===== config.mk =====
export PLATFORM = sky130hd
export DESIGN_NAME = atm_session_ctrl_flat
export DESIGN_NICKNAME = d
export VERILOG_FILES = /design/src/rtl/atm_session_ctrl_pkg.sv /design/src/rtl/atm_session_ctrl_if.sv /design/src/rtl/atm_amount_accum.sv /design/src/rtl/atm_session_ctrl.sv /design/src/flat_wrapper.sv
export SDC_FILE = /design/constraint.sdc
export NUM_CORES = 1
export LEC_CHECK = 0
export CAP_MARGIN = 0
export CELL_PAD_IN_SITES_DETAIL_PLACEMENT = 1
export CELL_PAD_IN_SITES_GLOBAL_PLACEMENT = 2
export CORE_MARGIN = 2
export CORE_UTILIZATION = 35
export CTS_BUF_LIST = sky130_fd_sc_hd__clkbuf_16
export DETAILED_ROUTE_END_ITERATION = 10
export GPL_TIMING_DRIVEN = 0
export HOLD_SLACK_MARGIN = 0.12
export PLACE_DENSITY = 0.88
export SYNTH_ARGS = -nofsm -noshare
export SYNTH_HDL_FRONTEND = slang
export SYNTH_HIERARCHICAL = 1
export SYNTH_SLANG_ARGS = --single-unit

===== constraint.sdc =====
create_clock -name clk -period 6.3 [get_ports clk]
set_input_delay 0.63 -clock clk [delete_from_list [all_inputs] [get_ports clk]]
set_output_delay 0.63 -clock clk [all_outputs]
set_load 0.1 [all_outputs]

===== src/rtl/atm_session_ctrl_pkg.sv =====
// Shared codes for the ATM session front-end: core action codes, keypad codes,
// error codes and FSM state encoding.
package atm_session_ctrl_pkg;

    localparam logic [2:0] ACT_NOP       = 3'b000;
    localparam logic [2:0] ACT_BALANCE   = 3'b011;
    localparam logic [2:0] ACT_WITHDRAW  = 3'b100;
    localparam logic [2:0] ACT_DEPOSIT   = 3'b101;
    localparam logic [2:0] ACT_TRANSFER  = 3'b110;
    localparam logic [2:0] ACT_PINCHANGE = 3'b111;

    localparam logic [3:0] KEY_ENTER  = 4'hA;
    localparam logic [3:0] KEY_CANCEL = 4'hB;
    localparam logic [3:0] KEY_CLEAR  = 4'hC;

    typedef enum logic [2:0] {
        ERR_NONE      = 3'd0,
        ERR_BAD_PIN   = 3'd1,
        ERR_RETAINED  = 3'd2,
        ERR_TXN_FAIL  = 3'd3,
        ERR_AMT_OVF   = 3'd4,
        ERR_CANCELLED = 3'd5,
        ERR_TIMEOUT   = 3'd6
    } err_e;

    localparam logic [3:0] ST_IDLE         = 4'd0;
    localparam logic [3:0] ST_PIN_ENTRY    = 4'd1;
    localparam logic [3:0] ST_ISSUE        = 4'd2;
    localparam logic [3:0] ST_WAIT         = 4'd3;
    localparam logic [3:0] ST_MENU         = 4'd4;
    localparam logic [3:0] ST_AMT_ENTRY    = 4'd5;
    localparam logic [3:0] ST_DEST_ENTRY   = 4'd6;
    localparam logic [3:0] ST_NEWPIN_ENTRY = 4'd7;
    localparam logic [3:0] ST_EJECT        = 4'd8;
    localparam logic [3:0] ST_RETAIN       = 4'd9;

    // States where the user is typing: cancel, timeout and card removal apply here.
    function automatic logic is_input_state(input logic [3:0] st);
        return (st == ST_PIN_ENTRY) || (st == ST_MENU) || (st == ST_AMT_ENTRY) ||
               (st == ST_DEST_ENTRY) || (st == ST_NEWPIN_ENTRY);
    endfunction

endpackage


===== src/rtl/atm_session_ctrl_if.sv =====
// Request/response bus between the session front-end (master) and the ATM core (slave).
interface atm_session_ctrl_if;
    logic [11:0] accNumber;
    logic [3:0]  pin;
    logic [2:0]  action;
    logic [15:0] amount;
    logic        pinChange;
    logic [3:0]  newPin;
    logic [11:0] destinationAcc;
    logic        atmReq;
    logic        atmSuccess;
    logic        atmPinOk;

    modport master (
        output accNumber, pin, action, amount, pinChange, newPin, destinationAcc, atmReq,
        input  atmSuccess, atmPinOk
    );
    modport slave (
        input  accNumber, pin, action, amount, pinChange, newPin, destinationAcc, atmReq,
        output atmSuccess, atmPinOk
    );
endinterface


===== src/rtl/atm_amount_accum.sv =====
// Decimal amount accumulator: amount = amount*10 + digit, rejecting digits that
// would exceed 16 bits or the digit limit.
module atm_amount_accum #(
    parameter int MAX_DIGITS = 5
) (
    input  logic        clk,
    input  logic        rst,
    input  logic        clr,
    input  logic        digit_vld,
    input  logic [3:0]  digit,
    output logic [15:0] amount,
    output logic        reject
);
    localparam int CW = $clog2(MAX_DIGITS + 1);

    logic [CW-1:0] cnt;
    logic [16:0]   nxt;

    // 17 bits is enough: the digit limit caps amount at 9999 before the last digit.
    assign nxt    = {1'b0, amount} * 17'd10 + {13'd0, digit};
    assign reject = digit_vld && ((cnt == CW'(MAX_DIGITS)) || nxt[16]);

    always_ff @(posedge clk or negedge rst) begin
        if (!rst) begin
            amount <= '0;
            cnt    <= '0;
        end else if (clr) begin
            amount <= '0;
            cnt    <= '0;
        end else if (digit_vld && !reject) begin
            amount <= nxt[15:0];
            cnt    <= cnt + 1'b1;
        end
    end
endmodule


===== src/rtl/atm_session_ctrl.sv =====
// ATM session front-end: card, keypad and menu capture, PIN verification and
// request windows toward the core. Define SESSION_TIMEOUT_EN for the inactivity timeout.
module atm_session_ctrl
    import atm_session_ctrl_pkg::*;
#(
    parameter int MAX_PIN_TRIES  = 3,
    parameter int ATM_LATENCY    = 1,
    parameter int MAX_AMT_DIGITS = 5,
    parameter int IDLE_TIMEOUT   = 1000
) (
    input  logic        clk,
    input  logic        rst,
    input  logic        cardInserted,
    input  logic [11:0] cardAcc,
    input  logic        keyValid,
    input  logic [3:0]  keyCode,
    input  logic        menuValid,
    input  logic [2:0]  menuSel,
    atm_session_ctrl_if.master core,
    output logic        resultValid,
    output logic        resultOk,
    output logic        cardEject,
    output logic        cardRetained,
    output logic [2:0]  errCode
);
    logic [3:0]  state;
    logic        card_q, has_digit, chk, abort, req_r, pinchg_r;
    logic [11:0] acc, dest_r;
    logic [3:0]  pin_r, newpin_r, lat_cnt;
    logic [2:0]  action_r, sel, fail_cnt, dcnt;
    logic [15:0] amt;
    logic        amt_reject, acc_clr, acc_dig;
    logic        is_digit, is_enter, is_cancel, is_clear;
    logic        in_session, win_end, drop, tmo, live, txn_ok;

    assign is_digit   = keyValid && (keyCode <= 4'd9);
    assign is_enter   = keyValid && (keyCode == KEY_ENTER);
    assign is_cancel  = keyValid && (keyCode == KEY_CANCEL);
    assign is_clear   = keyValid && (keyCode == KEY_CLEAR);
    assign in_session = is_input_state(state);
    assign win_end    = (state == ST_WAIT) && (lat_cnt == 4'(ATM_LATENCY));
    // Card gone: leave at once while typing, only at the end of a request window,
    // and once it is pulled in EJECT/RETAIN.
    assign drop = !cardInserted && (in_session || state == ST_EJECT || state == ST_RETAIN) ||
                  (win_end && (abort || !cardInserted));
    assign live = !drop && !(in_session && (tmo || is_cancel));
    assign txn_ok = (action_r == ACT_PINCHANGE) ? (core.atmSuccess & core.atmPinOk)
                                                : core.atmSuccess;

    assign acc_dig = live && (state == ST_AMT_ENTRY) && is_digit;
    assign acc_clr = drop || (live && (((state == ST_MENU) && menuValid &&
                     (menuSel == ACT_WITHDRAW || menuSel == ACT_DEPOSIT || menuSel == ACT_TRANSFER)) ||
                     ((state == ST_AMT_ENTRY) && is_clear)));

`ifdef SESSION_TIMEOUT_EN
    localparam int TW = $clog2(IDLE_TIMEOUT + 1);
    logic [TW-1:0] idle_cnt;
    always_ff @(posedge clk or negedge rst) begin
        if (!rst)                                                  idle_cnt <= '0;
        else if (keyValid || menuValid || state == ST_IDLE)        idle_cnt <= '0;
        else if (in_session && idle_cnt != TW'(IDLE_TIMEOUT))      idle_cnt <= idle_cnt + 1'b1;
    end
    assign tmo = in_session && (idle_cnt == TW'(IDLE_TIMEOUT));
`else
    assign tmo = 1'b0;
`endif

    atm_amount_accum #(.MAX_DIGITS(MAX_AMT_DIGITS)) u_amt (
        .clk(clk), .rst(rst), .clr(acc_clr), .digit_vld(acc_dig), .digit(keyCode),
        .amount(amt), .reject(amt_reject)
    );

    assign core.accNumber      = acc;
    assign core.pin            = pin_r;
    assign core.action         = action_r;
    assign core.amount         = amt;
    assign core.pinChange      = pinchg_r;
    assign core.newPin         = newpin_r;
    assign core.destinationAcc = dest_r;
    assign core.atmReq         = req_r;

    always_ff @(posedge clk or negedge rst) begin
        if (!rst) begin
            state <= ST_IDLE;  card_q <= 1'b0;  has_digit <= 1'b0;  chk <= 1'b0;
            abort <= 1'b0;     req_r <= 1'b0;   pinchg_r <= 1'b0;   acc <= '0;
            dest_r <= '0;      pin_r <= '0;     newpin_r <= '0;     lat_cnt <= '0;
            action_r <= ACT_NOP; sel <= '0;     fail_cnt <= '0;     dcnt <= '0;
            resultValid <= 1'b0; resultOk <= 1'b0; cardEject <= 1'b0;
            cardRetained <= 1'b0; errCode <= ERR_NONE;
        end else begin
            card_q      <= cardInserted;
            req_r       <= 1'b0;
            resultValid <= 1'b0;
            resultOk    <= 1'b0;
            cardEject   <= 1'b0;
            if (drop) begin
                state <= ST_IDLE;  acc <= '0;  pin_r <= '0;  newpin_r <= '0;  dest_r <= '0;
                dcnt <= '0;  pinchg_r <= 1'b0;  action_r <= ACT_NOP;  has_digit <= 1'b0;
            end else if (in_session && (tmo || is_cancel)) begin
                errCode   <= tmo ? ERR_TIMEOUT : ERR_CANCELLED;
                cardEject <= 1'b1;
                state     <= ST_EJECT;
            end else begin
                case (state)
                    ST_IDLE: if (cardInserted && !card_q) begin
                        acc <= cardAcc;  errCode <= ERR_NONE;  fail_cnt <= '0;  has_digit <= 1'b0;
                        state <= ST_PIN_ENTRY;
                    end
                    ST_PIN_ENTRY: if (is_digit) begin
                        pin_r <= keyCode;  has_digit <= 1'b1;
                    end else if (is_enter && has_digit) begin
                        action_r <= ACT_BALANCE;  req_r <= 1'b1;  chk <= 1'b1;  state <= ST_ISSUE;
                    end
                    ST_MENU: if (menuValid) begin
                        case (menuSel)
                            ACT_BALANCE: begin
                                sel <= menuSel;  action_r <= ACT_BALANCE;  req_r <= 1'b1;
                                chk <= 1'b0;     state <= ST_ISSUE;
                            end
                            ACT_WITHDRAW, ACT_DEPOSIT, ACT_TRANSFER: begin
                                sel <= menuSel;  state <= ST_AMT_ENTRY;
                            end
                            ACT_PINCHANGE: begin
                                sel <= menuSel;  newpin_r <= '0;  state <= ST_NEWPIN_ENTRY;
                            end
                            default: ;
                        endcase
                    end
                    ST_AMT_ENTRY: if (amt_reject) begin
                        errCode <= ERR_AMT_OVF;
                    end else if (is_enter && amt != 16'd0) begin
                        if (sel == ACT_TRANSFER) begin
                            dest_r <= '0;  dcnt <= '0;  state <= ST_DEST_ENTRY;
                        end else begin
                            action_r <= sel;  req_r <= 1'b1;  chk <= 1'b0;  state <= ST_ISSUE;
                        end
                    end
                    ST_DEST_ENTRY: if (is_digit) begin
                        dest_r <= {dest_r[7:0], keyCode};
                        if (dcnt != 3'd7) dcnt <= dcnt + 3'd1;
                    end else if (is_clear) begin
                        dest_r <= '0;  dcnt <= '0;
                    end else if (is_enter && dcnt == 3'd3) begin
                        action_r <= ACT_TRANSFER;  req_r <= 1'b1;  chk <= 1'b0;  state <= ST_ISSUE;
                    end
                    ST_NEWPIN_ENTRY: if (is_digit) begin
                        newpin_r <= keyCode;
                    end else if (is_enter) begin
                        pinchg_r <= 1'b1;  action_r <= ACT_PINCHANGE;  req_r <= 1'b1;
                        chk <= 1'b0;       state <= ST_ISSUE;
                    end
                    ST_ISSUE: begin
                        lat_cnt <= 4'd1;  abort <= !cardInserted;  state <= ST_WAIT;
                    end
                    ST_WAIT: begin
                        if (!cardInserted) abort <= 1'b1;
                        if (win_end) begin
                            action_r <= ACT_NOP;  pinchg_r <= 1'b0;
                            if (chk) begin
                                if (core.atmSuccess) begin
                                    fail_cnt <= '0;  state <= ST_MENU;
                                end else begin
                                    fail_cnt <= fail_cnt + 3'd1;  has_digit <= 1'b0;
                                    if (fail_cnt + 3'd1 == 3'(MAX_PIN_TRIES)) begin
                                        cardRetained <= 1'b1;  errCode <= ERR_RETAINED;  state <= ST_RETAIN;
                                    end else begin
                                        errCode <= ERR_BAD_PIN;  state <= ST_PIN_ENTRY;
                                    end
                                end
                            end else begin
                                resultValid <= 1'b1;  resultOk <= txn_ok;
                                if (!txn_ok) errCode <= ERR_TXN_FAIL;
                                state <= ST_MENU;
                            end
                        end else begin
                            lat_cnt <= lat_cnt + 4'd1;
                        end
                    end
                    default: ;  // EJECT / RETAIN only leave through card removal
                endcase
            end
        end
    end
endmodule

===== src/flat_wrapper.sv =====
// flat-port wrapper written by rule: the top's interface ports become plain ports
module atm_session_ctrl_flat import atm_session_ctrl_pkg::*;
#(
    parameter int MAX_PIN_TRIES  = 3,
    parameter int ATM_LATENCY    = 1,
    parameter int MAX_AMT_DIGITS = 5,
    parameter int IDLE_TIMEOUT   = 1000
)
  (clk, rst, cardInserted, cardAcc, keyValid, keyCode, menuValid, menuSel, resultValid, resultOk, cardEject, cardRetained, errCode, core_accNumber, core_pin, core_action, core_amount, core_pinChange, core_newPin, core_destinationAcc, core_atmReq, core_atmSuccess, core_atmPinOk);
  atm_session_ctrl_if core_i ();
  input  logic clk;
  input  logic rst;
  input  logic cardInserted;
  input  logic [11:0] cardAcc;
  input  logic keyValid;
  input  logic [3:0] keyCode;
  input  logic menuValid;
  input  logic [2:0] menuSel;
  output logic resultValid;
  output logic resultOk;
  output logic cardEject;
  output logic cardRetained;
  output logic [2:0] errCode;
  output wire logic [$bits(core_i.accNumber)-1:0] core_accNumber;
  output wire logic [$bits(core_i.pin)-1:0] core_pin;
  output wire logic [$bits(core_i.action)-1:0] core_action;
  output wire logic [$bits(core_i.amount)-1:0] core_amount;
  output wire logic [$bits(core_i.pinChange)-1:0] core_pinChange;
  output wire logic [$bits(core_i.newPin)-1:0] core_newPin;
  output wire logic [$bits(core_i.destinationAcc)-1:0] core_destinationAcc;
  output wire logic [$bits(core_i.atmReq)-1:0] core_atmReq;
  input wire logic [$bits(core_i.atmSuccess)-1:0] core_atmSuccess;
  input wire logic [$bits(core_i.atmPinOk)-1:0] core_atmPinOk;
  assign core_accNumber = core_i.accNumber;
  assign core_pin = core_i.pin;
  assign core_action = core_i.action;
  assign core_amount = core_i.amount;
  assign core_pinChange = core_i.pinChange;
  assign core_newPin = core_i.newPin;
  assign core_destinationAcc = core_i.destinationAcc;
  assign core_atmReq = core_i.atmReq;
  assign core_i.atmSuccess = core_atmSuccess;
  assign core_i.atmPinOk = core_atmPinOk;
  atm_session_ctrl #(.MAX_PIN_TRIES(MAX_PIN_TRIES), .ATM_LATENCY(ATM_LATENCY), .MAX_AMT_DIGITS(MAX_AMT_DIGITS), .IDLE_TIMEOUT(IDLE_TIMEOUT)) u_core (.clk(clk), .rst(rst), .cardInserted(cardInserted), .cardAcc(cardAcc), .keyValid(keyValid), .keyCode(keyCode), .menuValid(menuValid), .menuSel(menuSel), .core(core_i), .resultValid(resultValid), .resultOk(resultOk), .cardEject(cardEject), .cardRetained(cardRetained), .errCode(errCode));
endmodule

==> impl_metrics.ini <==
[clock_tree]
cts_sinks = 84
cts_setup_buffers = 0
hold_buffers = 0
clkSlewWorstSetupHoldPaths_ns = 0.07
cts-root-buf = clkbuf_16
cts_tree = built
ctsResizeCount = 0
clk_latency_ns = 0.35
cts_buffers = 9
htreeDepth = 3
clk_path_buf_depth = 2

[worst_setup_path]
rrSetupSlack_ns = 0.97
cp-end-kind = flip-flop
crit_fanout = 10
r2r_cells = 16
critPathLaunch = u_core/u_amt/amount[1]$_DFFE_PN0P_
timing.rr.end = u_core/core.destinationAcc[4]$_DFFE_PN0P_
worstSetupPathType = flip-flop to flip-flop
r2r_start = u_core/u_amt/amount[1]$_DFFE_PN0P_
critPathArrivalTime_ns = 5.61
required_ns = 6.58
cp-start-kind = flip-flop

[synthesis]
synth.most_common_cell = dfrtp_1
syn_area_um2 = 5910
ys_top_cells_by_area = dfrtp_1 36%, ha_1 7.8%, mux2i_1 3.2%
synth_largest_area_cell = dfrtp_1
async_flop_share_pct = 100
synth_cell_types = 87
syn_nets = 676
synth_ff_type = dfrtp_1
yosys_warnings = 6
synth_seq_area_share_pct = 35.6
synth_edf_count = 0
ys_ff_latch = 84
syn_avg_cell_area_um2 = 9.68
synth_top_cell_area_share_pct = 35.6
postSynthCellCount = 611
ys_top_cells_by_count = 84 x dfrtp_1, 47 x nor2_1, 40 x nand2_1

[floorplanning]
initial_core_util_pct = 35.8
die_w_um = 134
num_rows = 47
die_y_um = 134
io_pins = 86
die_area_um2 = 17900
core_um2 = 16500

[route]
detail-route-antenna-nets = 0
vias = 5346
wl_per_cell_um = 20.0
viasPerCell = 5.74
drt_iter0_drc = 379
dr.pass1.iters = 4
finalWirelength_um = 18700
post-route-drc-count = 0

[placed_design]
post_dp_cell_area_um2 = 7050
place.gp.congestion = 0.911
dp_hpwl_um = 14400
dp_slack_ns = 1.03
io_buffer_count = 84

[timing]
setup_ws_ns = 0.967
rsz0062_at_grt = no
fmax_mhz = 188
hold_viol = 0
min_period_ns = 5.33
finClkSkew_ns = 0.00955
finalSetupViolations = 0
setup_tns_ns = 0
relSlewSlack_pct = 33.2
hold_ws_ns = 0.269
tightest_slew_ns = 0.999
maxSlewViolCount = 0
fin_crit_sh_pct = 84.7

[grt]
grt_start_max_net_pins = 45
track_usage_pct = 21.5
grt_pass1_wl_um = 31000
antenna_found_initial = 0
first_global_vias = 5854
grt_overflow = 0

[pwr]
powerDensity_nw_per_um2 = 467
leakagePower_nw = 3.22
ir_drop_mv = 0.206

[final_layout]
num-nets-final = 772
final_cell_area_um2 = 7370
drive_gt1_share_pct = 11.9
antenna_cells = 0
area_growth_pct = 24.6

[outcome]
outcome = finished clean

[job]
cap_violations = 0

[hold_path]
hp-class = input port to async pin
==> critical path, stage by stage, from the launching register on <==
cell,delay (ns)
dfrtp_1,0.47
ha_1,0.33
ha_1,0.23
fa_1,0.42
a211oi_2,0.38
o21ai_1,0.20
a21oi_1,0.34
o221ai_1,0.20
a211oi_2,0.31
nand4b_1,0.46
and3_1,0.39
nor2b_1,0.39
nor2_1,0.18
o2bb2a_1,0.27
o21a_1,0.20
buf_2,0.27
a22o_1,0.18
==> state kept, by name, summed over array words and instances, names as in the netlist, 3 cells and up <==
name                        flops
u_core/state                    4
u_core/errCode                  3
u_core/u_amt/cnt                3
u_core/core.accNumber          12
u_core/core.newPin              4
u_core/lat_cnt                  4
u_core/u_amt/amount            16
u_core/sel                      3
u_core/dcnt                     3
u_core/fail_cnt                 3
u_core/core.destinationAcc     12
u_core/core.action              3
u_core/core.pin                 4
==> layer usage <==
layer | track usage, % | routed length [um] | share of wire, %
met3 | 3.21 | 576 | 3.1
met2 | 39.2 | 9890 | 53
met4 | 5.61 | 255 | 1.4
met5 | 0 | 0 | 0
met1 | 26.4 | 7960 | 43
==> kinds of logic (layout without fill, tap and decap cells) <==
kind of cell               count (synthesis)  in the layout  share of synthesized area (%)
AOI/OAI and AO/OA                        188            188                           25.2
xor gates and xnor gates                  19             19                           2.81
adders and majority gates                 39             39                           8.51
buffers and inverters                     48            149                           3.89
DFF                                       84             84                           35.6
muxes                                     21             21                           3.60
and+or+nand+nor                          212            212                           20.4
==> where the power goes <==
group          switching [mW]  internal (mW)
logic                    1.47          0.615
registers               0.110          0.658
clock network           0.235          0.350
==> cells in the final DEF (no fill, tap or decap), drive strengths merged, types with 20 or more instances in the layout <==
master and n:
clkdlybuf4s50 83, nor2 49, ha 37, a22o 21, dfrtp 84, o21ai 36, nand2 40, clkbuf 20
buf 23, a21oi 37
==> stage by stage <==
| step | total power [mW] | utilization (%) | std cells |
|---|---|---|---|
| after floorplan | 2.30 | - | 611 |
| after global placement | 2.80 | 42.5 | 915 |
| after detailed placement | 2.86 | 42.6 | 916 |
| after CTS | 3.45 | 44.6 | 932 |
| after global routing | 3.63 | 44.6 | 932 |
| final | 3.44 | 44.6 | 932 |
==> worst max path at each step <==
stage               depth (start not counted)  slack, ns                                         end
floorplan                                  17       1.32  u_core/core.destinationAcc[10]$_DFFE_PN0P_
global placement                           16       1.21   u_core/core.destinationAcc[3]$_DFFE_PN0P_
detailed placement                         16       1.03   u_core/core.destinationAcc[4]$_DFFE_PN0P_
CTS                                        16        1.0   u_core/core.destinationAcc[2]$_DFFE_PN0P_
global route                               16       0.67  u_core/core.destinationAcc[10]$_DFFE_PN0P_
finish                                     16       0.97   u_core/core.destinationAcc[4]$_DFFE_PN0P_
==> cell type report <==
class | instances | area (um^2)
Clock inverter | 7 | 97.6
Sequential cell | 84 | 2100
Tap cell | 220 | 275
Inverter | 16 | 60.1
Buffer | 32 | 170
Clock buffer | 9 | 225
Multi-Input combinational cell | 479 | 3580
Timing Repair Buffer | 85 | 858
Fill cell | 1862 | 9160
Power figures use the tool's default switching activity.
